### src/rtl/kanagawa_weighted_arbiter_if.sv
// kanagawa_weighted_arbiter_if
// Bundles the producer side (head-of-queue data, empty flags, pop strobes,
// per-port weights) and the consumer side (data, source port, push strobe,
// full flag) of the weighted arbiter.
//   slave  : the arbiter (consumes data_in/empty_in/weights_in/full_in)
//   master : the environment driving producers/consumer
interface kanagawa_weighted_arbiter_if #(
    parameter int unsigned PORTS        = 4,
    parameter int unsigned WIDTH        = 8,
    parameter int unsigned WEIGHT_WIDTH = 4
);
    localparam int unsigned PW = (PORTS > 1) ? $clog2(PORTS) : 1;

    logic [PORTS-1:0][WIDTH-1:0]        data_in;
    logic [PORTS-1:0]                   empty_in;
    logic [PORTS-1:0]                   rden_out;
    logic [PORTS-1:0][WEIGHT_WIDTH-1:0] weights_in;
    logic [WIDTH-1:0]                   data_out;
    logic [PW-1:0]                      port_out;
    logic                               wren_out;
    logic                               full_in;

    modport master (
        output data_in, empty_in, weights_in, full_in,
        input  rden_out, data_out, port_out, wren_out
    );

    modport slave (
        input  data_in, empty_in, weights_in, full_in,
        output rden_out, data_out, port_out, wren_out
    );
endinterface

### src/rtl/kanagawa_weighted_arbiter.sv
// kanagawa_weighted_arbiter
// PORTS-input weighted round-robin arbiter with transaction locking. Each
// port owns the output for up to max(weight,1) transactions per turn; a
// transaction in progress is never interleaved with another port's beats.
// Ports:
//   clk, rst : clock, asynchronous active-high reset
//   bus      : kanagawa_weighted_arbiter_if.slave (producers + consumer)
// Optional build macro KANAGAWA_WEIGHTED_ARBITER_OUTPUT_REG_EN inserts a
// one-entry output register (1-cycle latency, full throughput); without it
// the datapath is combinational.
module kanagawa_weighted_arbiter #(
    parameter int unsigned PORTS                  = 4,
    parameter int unsigned WIDTH                  = 8,
    parameter int unsigned WEIGHT_WIDTH           = 4,
    parameter int unsigned IS_TRANSACTIONAL       = 0,
    parameter int unsigned END_TRANSACTION_OFFSET = 0
) (
    input logic                        clk,
    input logic                        rst,
    kanagawa_weighted_arbiter_if.slave bus
);
    localparam int unsigned PW = (PORTS > 1) ? $clog2(PORTS) : 1;

    logic [PW-1:0]           r_ptr_ff;
    logic [WEIGHT_WIDTH-1:0] r_credit_ff;
    logic                    r_locked_ff;

    logic [PW-1:0]           w_sel;
    logic                    w_sel_ok;
    logic                    w_reload;
    logic                    w_accept;
    logic                    w_grant;
    logic                    w_end;
    logic [WIDTH-1:0]        w_beat;
    logic [WEIGHT_WIDTH-1:0] w_weight;
    logic [WEIGHT_WIDTH-1:0] w_credit_eff;

    // Owner selection: locked owner, else owner with credit, else next
    // non-empty port after the owner (owner itself checked last).
    always_comb begin : sel_search
        w_sel    = r_ptr_ff;
        w_sel_ok = 1'b0;
        w_reload = 1'b0;
        if (r_locked_ff) begin
            w_sel_ok = !bus.empty_in[r_ptr_ff];
        end else if (!bus.empty_in[r_ptr_ff] && (r_credit_ff != '0)) begin
            w_sel_ok = 1'b1;
        end else begin
            w_reload = 1'b1;
            // Walk farthest-first so the nearest non-empty port wins.
            for (int k = int'(PORTS); k >= 1; k--) begin
                if (!bus.empty_in[PW'((int'(r_ptr_ff) + k) % int'(PORTS))]) begin
                    w_sel    = PW'((int'(r_ptr_ff) + k) % int'(PORTS));
                    w_sel_ok = 1'b1;
                end
            end
        end
    end

`ifdef KANAGAWA_WEIGHTED_ARBITER_OUTPUT_REG_EN
    logic             r_valid_ff;
    logic [WIDTH-1:0] r_data_ff;
    logic [PW-1:0]    r_port_ff;

    assign w_accept = !r_valid_ff || !bus.full_in;
`else
    assign w_accept = !bus.full_in;
`endif

    // Reset also blocks grants so outputs read zero while rst is held.
    assign w_grant      = w_sel_ok && w_accept && !rst;
    assign w_beat       = bus.data_in[w_sel];
    assign w_weight     = bus.weights_in[w_sel];
    assign w_credit_eff = w_reload ? ((w_weight == '0) ? WEIGHT_WIDTH'(1) : w_weight)
                                   : r_credit_ff;
    assign w_end        = (IS_TRANSACTIONAL != 0) ? w_beat[END_TRANSACTION_OFFSET] : 1'b1;

    // One-hot pop strobe.
    always_comb begin : pop_strobe
        bus.rden_out = '0;
        if (w_grant) begin
            bus.rden_out[w_sel] = 1'b1;
        end
    end

    // Turn state: advances only on a grant.
    always_ff @(posedge clk or posedge rst) begin : turn_state
        if (rst) begin
            r_ptr_ff    <= PW'(PORTS - 1);
            r_credit_ff <= '0;
            r_locked_ff <= 1'b0;
        end else if (w_grant) begin
            r_ptr_ff <= w_sel;
            if (w_end) begin
                r_locked_ff <= 1'b0;
                r_credit_ff <= w_credit_eff - WEIGHT_WIDTH'(1);
            end else begin
                r_locked_ff <= 1'b1;
                r_credit_ff <= w_credit_eff;
            end
        end
    end

`ifdef KANAGAWA_WEIGHTED_ARBITER_OUTPUT_REG_EN
    // One-entry output buffer; refilled in the same cycle it drains.
    always_ff @(posedge clk or posedge rst) begin : out_reg
        if (rst) begin
            r_valid_ff <= 1'b0;
            r_data_ff  <= '0;
            r_port_ff  <= '0;
        end else if (w_grant) begin
            r_valid_ff <= 1'b1;
            r_data_ff  <= w_beat;
            r_port_ff  <= w_sel;
        end else if (r_valid_ff && !bus.full_in) begin
            r_valid_ff <= 1'b0;
        end
    end

    assign bus.wren_out = r_valid_ff && !bus.full_in;
    assign bus.data_out = r_data_ff;
    assign bus.port_out = r_port_ff;
`else
    assign bus.wren_out = w_grant;
    assign bus.data_out = w_grant ? w_beat : '0;
    assign bus.port_out = w_grant ? w_sel : '0;
`endif
endmodule
### src/flat_wrapper.sv
// flat-port wrapper written by rule: the top's interface ports become plain ports
module kanagawa_weighted_arbiter_flat 
#(
    parameter int unsigned PORTS                  = 4,
    parameter int unsigned WIDTH                  = 8,
    parameter int unsigned WEIGHT_WIDTH           = 4,
    parameter int unsigned IS_TRANSACTIONAL       = 0,
    parameter int unsigned END_TRANSACTION_OFFSET = 0
)
  (clk, rst, bus_data_in, bus_empty_in, bus_weights_in, bus_full_in, bus_rden_out, bus_data_out, bus_port_out, bus_wren_out);
  kanagawa_weighted_arbiter_if #(.PORTS(PORTS), .WIDTH(WIDTH), .WEIGHT_WIDTH(WEIGHT_WIDTH)) bus_i ();
  input logic clk;
  input logic rst;
  input wire logic [$bits(bus_i.data_in)-1:0] bus_data_in;
  input wire logic [$bits(bus_i.empty_in)-1:0] bus_empty_in;
  input wire logic [$bits(bus_i.weights_in)-1:0] bus_weights_in;
  input wire logic [$bits(bus_i.full_in)-1:0] bus_full_in;
  output wire logic [$bits(bus_i.rden_out)-1:0] bus_rden_out;
  output wire logic [$bits(bus_i.data_out)-1:0] bus_data_out;
  output wire logic [$bits(bus_i.port_out)-1:0] bus_port_out;
  output wire logic [$bits(bus_i.wren_out)-1:0] bus_wren_out;
  assign bus_i.data_in = bus_data_in;
  assign bus_i.empty_in = bus_empty_in;
  assign bus_i.weights_in = bus_weights_in;
  assign bus_i.full_in = bus_full_in;
  assign bus_rden_out = bus_i.rden_out;
  assign bus_data_out = bus_i.data_out;
  assign bus_port_out = bus_i.port_out;
  assign bus_wren_out = bus_i.wren_out;
  kanagawa_weighted_arbiter #(.PORTS(PORTS), .WIDTH(WIDTH), .WEIGHT_WIDTH(WEIGHT_WIDTH), .IS_TRANSACTIONAL(IS_TRANSACTIONAL), .END_TRANSACTION_OFFSET(END_TRANSACTION_OFFSET)) u_core (.clk(clk), .rst(rst), .bus(bus_i));
endmodule
### config.mk
export PLATFORM = sky130hd
export DESIGN_NAME = kanagawa_weighted_arbiter_flat
export DESIGN_NICKNAME = d
export VERILOG_FILES = /design/src/rtl/kanagawa_weighted_arbiter_if.sv /design/src/rtl/kanagawa_weighted_arbiter.sv /design/src/flat_wrapper.sv
export SDC_FILE = /design/constraint.sdc
export NUM_CORES = 1
export LEC_CHECK = 0
export CAP_MARGIN = 5
export CORE_ASPECT_RATIO = 1.4
export CORE_UTILIZATION = 36
export CTS_CLUSTER_DIAMETER = 30
export DETAILED_ROUTE_END_ITERATION = 12
export PLACE_DENSITY = 0.78
export REMOVE_ABC_BUFFERS = 1
export SLEW_MARGIN = 5
export SYNTH_ARGS = -nofsm -noshare
export SYNTH_HDL_FRONTEND = slang
export SYNTH_SLANG_ARGS = --single-unit
### constraint.sdc
create_clock -name clk -period 4.5 [get_ports clk]
set_clock_uncertainty 0.15 [all_clocks]
set_input_delay 0.45 -clock clk [delete_from_list [all_inputs] [get_ports clk]]
set_output_delay 0.45 -clock clk [all_outputs]
set_load 0.01 [all_outputs]
==> summary.txt, run 1 <==
Drt
  – DRT Wirelength: 3540 um
  – Detailed Route Iter0 Violations: 17
  – Vias post-DR: 1162
  – Via density: 5.48
  – DRC viols: 0
  – DRT Pass-1 Iters: 4
  – Post-route ant nets: 0
  – Drt wl/cell: 16.7 um

Worst setup path
  – Worst R2R Setup Slack: 0.39 ns
  – Worst flop-to-flop path endpoint: u_core.r_credit_ff[2]$_DFFE_PP0P_
  – Worst-case reg-to-reg path depth: 13
  – Worst Path Max Fanout: 14
  – Crit Path Class: flop to primary output
  – RR Startpoint: u_core.r_ptr_ff[0]$_DFFE_PP1P_
  – CP endpoint kind: primary output
  – Req. time, crit path: 3.90 ns
  – Critical Path AT: 3.62 ns
  – Worst setup SP type: flop

Timing
  – Rel. slew slack: 67.0%
  – Fmax: 0.237 GHz
  – Fin. Hold Viols: 0
  – RSZ-0062 raised after global routing: no
  – # setup viols final: 0
  – Worst-margin pin slew: 0.488 ns
  – Fin crit share: 93.8%
  – Period minus WS final: 4.22 ns
  – Setup TNS: 0 ns
  – Final hold slack: 0.298 ns
  – Max Slew Vio Count: 0

Synthesis
  – Synth Area per Inst: 9.90 sq um
  – EDFF count, synth: 0
  – Simple-Gate Fraction of Synth Area: 28.3%
  – Netlist cell types: 46
  – Synth Flop Type: dfrtp_1
  – Area share of fa/ha/maj cells after synthesis: 1.18%
  – Sequential-to-total area share from yosys stat: 14.4%
  – Main combinational cell family by area after synthesis: multiplexers
  – Synth Warn #: 0
  – Compound-Gate Fraction of Synth Area: 13.0%
  – Synth Register Bits: 6
  – Post-synth ARST share: 100%
  – Post-synthesis instance total: 107
  – Post-synthesis mux area share: 32.8%
  – XOR/XNOR share of the synthesized area: 3.42%
  – Synthesized cell area: 1060 sq um

Placement
  – Gpl congestion: 0.877
  – IO Port Bufs: 69
  – Dpl hpwl: 2880 um

CTS
  – Clock sinks: 6
  – H-tree depth: 1
  – Root buffer cell: clkbuf_4
  – TritonCTS buffer count: 3
  – Hold_buf cts: 0
  – Clock latency on the worst-skew pair: 0.25 ns
  – # resized after CTS: 0
  – CTS tree: done
  – Longest Clk Path Bufs: 2
  – Clk slew on worst S/H paths: 0.05 ns
  – Setup bufs post-CTS: 0

Power
  – Pleak: 0.705 nW
  – PwrDens: 607 nW/um^2
  – Max VDD drop: 0.511 mV

Global route
  – Vias in the first global route: 1251
  – Largest net degree at the start of global routing: 16
  – Initial antenna violation count: 0
  – First-pass GRT wire length: 5570 um
  – GRT Util Overall: 24.5%
  – Congestion Overflow GR: 0

Finish
  – Number of diodes: 0
  – Syn-to-layout area delta: 69.1%
  – Final-stage net count: 233
  – Final-layout fill cell count: 240
  – Layout cells sized above 1: 12.5%

Floorplanning
  – Initial core utilization: 39.3%
  – Die Y: 66.2 um
  – Chip Width: 47.9 um
  – Top-level I/O count: 70
  – Core box area: 2700 sq um
  – Cell row count: 22
  – Die area: 3170 sq um

Min path
  – Worst hold path type: primary input to asynchronous set/reset pin

Flow run
  – Max_cap viols: 0

Outcome
  – Status: completed
-- registers in the layout, indices dropped and copies added (netlist names) --
name	cells
u_core.r_ptr_ff	2
u_core.r_credit_ff	4
-- synth_stat cells (2+ instances only) --
cell      count  area [sq um]
a211o_1       2          17.5
a21oi_1       4          20.0
and2_1       10          62.6
and3_1        3          18.8
and3b_1       2          17.5
buf_2         3          15.0
clkbuf_1      2          7.51
dfrtp_1       4           100
dfstp_2       2          52.6
inv_1         3          11.3
mux2_2        3          33.8
mux2i_1       7          70.1
mux4_1        5           131
mux4_2        4          90.1
nand2_1       9          33.8
nand4_1       2          12.5
nor2_1        4          15.0
nor3_1        3          15.0
nor3b_1       3          22.5
o21ai_0       4          20.0
o21ai_1       2          10.0
or4_1         2          15.0
-- placed cells by master, fill, tap and decap left out, drive strengths merged, types with 2 or more instances in the layout --
cell type / instances
mux4: 9
nand3: 2
a211o: 2
clkbuf: 4
buf: 4
nand2: 9
mux2i: 8
nor3: 3
or4: 2
a21oi: 4
dfrtp: 4
inv: 3
dfstp: 2
nor2: 4
nor3b: 3
and3: 3
and3b: 2
nand4: 2
mux2: 3
o21ai: 6
clkdlybuf4s50: 69
and2: 10
nor4: 2
-- power breakdown --
group          internal [mW]  leakage [nW]  switching (mW)  total (mW)
clock                 0.0337        0.0150          0.0215      0.0552
combinational          0.495         0.620           0.400       0.895
sequential            0.0895        0.0703          0.0469       0.136
total                  0.618         0.705           0.469        1.09
-- worst max-delay path by stage --
| stage | from | endpoint | slack (ns) | cells past startpoint |
|---|---|---|---|---|
| 6_report | u_core.r_ptr_ff[0]$_DFFE_PP1P_ | bus_data_out[0] | 0.28 | 7 |
| 5_1_grt | u_core.r_ptr_ff[0]$_DFFE_PP1P_ | bus_data_out[3] | 0.10 | 7 |
| 4_1_cts | u_core.r_ptr_ff[0]$_DFFE_PP1P_ | bus_data_out[0] | 0.18 | 8 |
| 3_5_place_dp | bus_empty_in[3] | u_core.r_credit_ff[2]$_DFFE_PP0P_ | 0.15 | 14 |
| 3_3_place_gp | bus_empty_in[3] | bus_data_out[4] | 0.30 | 9 |
| 2_1_floorplan | u_core.r_ptr_ff[0]$_DFFE_PP1P_ | u_core.r_credit_ff[2]$_DFFE_PP0P_ | 0.48 | 12 |
-- per-stage QoR --
| step | cell area, sq um | power [mW] | worst slack, ns | std cells | util, % |
|---|---|---|---|---|---|
| floorplan | 998 | 0.756 | 0.477 | 99 | - |
| global placement | 1760 | 0.999 | 0.305 | 208 | 65.4 |
| detailed placement | 1760 | 1.03 | 0.149 | 208 | 65.4 |
| CTS | 1790 | 1.09 | 0.179 | 212 | 66.4 |
| global route | 1790 | 1.18 | 0.101 | 212 | 66.4 |
| finish | 1790 | 1.09 | 0.277 | 212 | 66.4 |
-- routing by layer --
metal	global-route usage [%]	share of wire, %	wire, um	vias up
li1	-	-	-	557
met1	25.4	36	1280	535
met2	43.9	51	1790	59
met3	5.46	9.9	351	11
met4	10.8	3.1	110	0
met5	0	0	0	-
-- critical path, stage by stage, from the launching register on --
cell and delay, ns:
dfstp_2 0.69, mux4_2 0.60, or2_1 0.30, nand3_4 0.09
xor2_4 0.43, mux4_1 0.61, and2_1 0.17, clkdlybuf4s50_1 0.48
-- cell type report --
class	instances	area, sq um	share of cell area, %
tap	36	45.0	2.51
inverter	3	11.3	0.628
sequential	6	153	8.52
multi-input combinational	90	836	46.6
timing repair buffer	73	721	40.2
clock buffer	4	26.3	1.47
-- cell families after synthesis --
logic type	count (synthesis)
flip-flops	6
XOR/XNOR	2
multiplexers	20
AO/OA/AOI/OAI	20
AND/OR/NAND/NOR	47
adder cells (fa/ha/maj)	1
buffers and inverters	11
Power figures use the tool's default switching activity.
==> run 2: changes to the inputs <==
- ABC_AREA: not set -> 1
- CORE_UTILIZATION: 36 -> 37
- PLACE_DENSITY: 0.78 -> 0.77
==> run 2 against run 1 <==
  * Sequential power is 10% lower
  * Design area is 4.8% higher
  * Critical endpoint is now bus_data_out[4]
  * Largest cell class unchanged
  * Routed wire length is 6.3% lower
  * First-iteration DRC count is 120% higher
  * Non-clock buffer count is 3 lower
  * Die area is 3.8% higher
==> summary.txt, run 2 <==
Outcome
  – Status: completed

Worst setup path
  – Worst setup SP type: flop
  – Worst-case reg-to-reg path depth: 20 (+7)
  – Req. time, crit path: 3.90 ns (about the same)
  – RR Startpoint: u_core.r_ptr_ff[0]$_DFFE_PP1P_
  – Worst Path Max Fanout: 15 (+1)
  – Worst R2R Setup Slack: 1.50 ns (+1.11 ns)
  – Crit Path Class: flop to primary output
  – Worst flop-to-flop path endpoint: u_core.r_credit_ff[2]$_DFFE_PP0P_
  – Critical Path AT: 3.41 ns (-0.21 ns)
  – CP endpoint kind: primary output

Global route
  – Vias in the first global route: 1419 (+13%)
  – Congestion Overflow GR: 0 (unchanged)
  – GRT Util Overall: 22.1% (-2.4 points)
  – First-pass GRT wire length: 5730 um (+2.9%)
  – Largest net degree at the start of global routing: 16 (unchanged)
  – Initial antenna violation count: 0 (unchanged)

Placement
  – IO Port Bufs: 69 (unchanged)
  – Gpl congestion: 0.931 (+6.1%)
  – Total placed cells including tap cells: 300 (+44%)
  – Dpl hpwl: 2710 um (-5.9%)
  – Post-place instance area: 1830 sq um (+3.9%)

CTS
  – CTS tree: done
  – Clk slew on worst S/H paths: 0.04 ns (about the same)
  – Root buffer cell: clkbuf_8
  – H-tree depth: 1 (unchanged)
  – Clock sinks: 6 (unchanged)
  – Setup bufs post-CTS: 0 (unchanged)
  – TritonCTS buffer count: 3 (unchanged)
  – # resized after CTS: 0 (unchanged)
  – Hold_buf cts: 0 (unchanged)
  – Longest Clk Path Bufs: 2 (unchanged)
  – Clock latency on the worst-skew pair: 0.22 ns (-0.03 ns)

Timing
  – Period minus WS final: 4.01 ns (-0.216 ns)
  – Fin crit share: 89.0% (-4.8 points)
  – Setup TNS: 0 ns (unchanged)
  – Fmax: 0.250 GHz (+5.4%)
  – Worst-margin pin slew: 0.504 ns (+0.0161 ns)
  – Fin. Hold Viols: 0 (unchanged)
  – # setup viols final: 0 (unchanged)
  – Rel. slew slack: 66.3% (-0.74 points)
  – Max Slew Vio Count: 0 (unchanged)
  – RSZ-0062 raised after global routing: no

Power
  – Clock Power Share: 5.6% (+0.5 points)
  – Max VDD drop: 0.623 mV (+22%)
  – Net Sw Frac: 57.3% (+14 points)
  – Combinational Power Share: 86.3% (+3.9 points)
  – Pleak: 0.850 nW (+21%)
  – NetSw: 0.857 mW (+83%)
  – Sequential power share: 8.2% (-4.4 points)
  – PwrDens: 796 nW/um^2 (+31%)
  – Internal power: 0.638 mW (+3.3%)

Drt
  – DRT Wirelength: 3310 um (-6.3%)
  – DRT Pass-1 Iters: 5 (+1)
  – Drt wl/cell: 10.9 um (-35%)
  – Via density: 4.88 (-11%)
  – Vias post-DR: 1484 (+28%)
  – DRC viols: 0 (unchanged)
  – Detailed Route Iter0 Violations: 38 (+21)
  – Post-route ant nets: 0 (unchanged)

Synthesis
  – EDFF count, synth: 0 (unchanged)
  – Sequential-to-total area share from yosys stat: 13.5% (-0.92 points)
  – Post-synth ARST share: 100% (unchanged)
  – Synth Area per Inst: 5.75 sq um (-42%)
  – Synth Warn #: 0 (unchanged)
  – Post-synthesis instance total: 197 (+84%)
  – Commonest cells post-synth: 87 x nand2_1, 18 x inv_1, 15 x nand2_2, 10 x nand3_1, 8 x nor2_1
  – Synth Flop Type: dfrtp_1
  – Top cells by area, synth: nand2_1 29%, dfrtp_1 8.8%, nand2_2 8.3%
  – Most common cell in the synthesized netlist: nand2_1
  – Post-synth top area share: 28.8% (+16 points)
  – Synth area leader: nand2_1
  – Netlist cell types: 30 (-35%)
  – Synthesized cell area: 1130 sq um (+6.8%)
  – Synth Register Bits: 6 (unchanged)

Flow run
  – Max_cap viols: 0 (unchanged)

Finish
  – Final-layout fill cell count: 262 (+9.2%)
  – Non-Filler Instances: 304 (+43%)
  – Fin area: 1880 sq um (+4.8%)
  – Syn-to-layout area delta: 65.9%
  – Reg with most FFs: u_core.r_credit_ff
  – Top flop regs: u_core.r_credit_ff (4), u_core.r_ptr_ff (2)
  – Final-stage net count: 324 (+39%)
  – Commonest non-fill, non-tap cell in the layout: nand2_1
  – Number of diodes: 0 (unchanged)
  – Max FFs per register: 4 (unchanged)
  – Most frequent cells in the layout: 87 x nand2_1, 69 x clkdlybuf4s50_1, 18 x inv_1, 15 x nand2_2, 10 x nand3_1
  – Layout cells sized above 1: 15.4% (+2.9 points)

Min path
  – Worst hold path type: flop to flop
  – Depth of the worst hold-timing path: 2
  – Hold Crit Start: u_core.r_credit_ff[3]$_DFFE_PP0P_
  – Hold path endpoint: u_core.r_credit_ff[3]$_DFFE_PP0P_

Floorplanning
  – Initial core utilization: 39.3% (+0.062 points)
  – Core box area: 2880 sq um (+6.7%)
  – Cell row count: 23 (+4.5%)
  – Top-level I/O count: 70 (unchanged)
  – Die Y: 67.5 um (+1.9%)
  – Die area: 3290 sq um (+3.8%)
  – Chip Width: 48.8 um (+1.9%)
## run 2: cell types whose count changed in the layout (fill, tap and decap cells not counted), moves of 5 or more
cell / before / now
inv_1: 3 / 18
nand3_1: 1 / 10
and2_1: 10 / 0
mux2i_1: 7 / 0
a22oi_1: 0 / 6
mux4_1: 5 / 0
nand2_1: 9 / 87
nand2_2: 0 / 15
## run 2: power groups by stage
stage	Sequential (mW)	Clock, mW	Combinational (mW)
3_5_place_dp	0.121	0	1.29
4_1_cts	0.121	0.0866	1.30
3_3_place_gp	0.122	0	1.29
6_report	0.122	0.0835	1.29
2_1_floorplan	0.113	0	0.949
5_1_grt	0.126	0.0892	1.47
## run 2: cell type report
class	instances	area, sq um	share of cell area [%]
inverter	22	82.6	4.40
multi-input combinational	165	853	45.4
sequential	6	153	8.13
timing repair buffer	70	698	37.2
clock buffer	4	45.0	2.40
tap	37	46.3	2.47
## run 2: per-layer routing
metal / GRT usage (%) / share of wire [%] / up-vias
met4: 8.46 / 1.8 / 0
met1: 23.6 / 39 / 634
met2: 42.4 / 52 / 68
li1: - / - / 775
met3: 4.50 / 6.5 / 7
met5: 0 / 0 / -
## run 2: how the worst max path moves through the flow
stage,from,to,cells after the start
after floorplan,u_core.r_ptr_ff[0]$_DFFE_PP1P_,bus_data_out[1],12
after global placement,bus_empty_in[1],bus_data_out[7],12
after detailed placement,bus_empty_in[0],bus_data_out[4],12
after CTS,u_core.r_ptr_ff[0]$_DFFE_PP1P_,bus_data_out[4],13
after global routing,u_core.r_ptr_ff[0]$_DFFE_PP1P_,bus_data_out[5],13
final,u_core.r_ptr_ff[0]$_DFFE_PP1P_,bus_data_out[4],13
## run 2: cells by family after synthesis
logic type / Yosys count / share of synthesized area [%]
and+or+nand+nor: 134 / 54.6
buffers and inverters: 26 / 11.2
adders and majority gates: 1 / 1.10
AOI/OAI and AO/OA: 29 / 18.9
xor gates and xnor gates: 1 / 0.774
DFF: 6 / 13.5
## run 2: stage by stage
step | setup slack, ns | util, % | power, mW | hold WS (ns)
3_5_place_dp | 0.630 | 63.7 | 1.41 | 0.324
2_1_floorplan | 1.62 | - | 1.06 | 0.0895
5_1_grt | 0.205 | 65.3 | 1.69 | 0.364
6_report | 0.493 | 65.3 | 1.49 | 0.329
3_3_place_gp | 0.673 | 63.7 | 1.41 | 0.317
4_1_cts | 0.522 | 65.3 | 1.51 | 0.332
## run 2: worst max-delay path: stages (launching register included)
cell             delay [ns]
dfstp_2                0.69
inv_2                  0.17
nand2_2                0.10
nand2_2                0.06
o21ai_2                0.14
nand2_2                0.19
nand2_2                0.14
nand2_4                0.07
nand2_4                0.18
inv_2                  0.09
nor2_1                 0.42
nand2_1                0.12
a41oi_1                0.21
clkdlybuf4s50_1        0.59
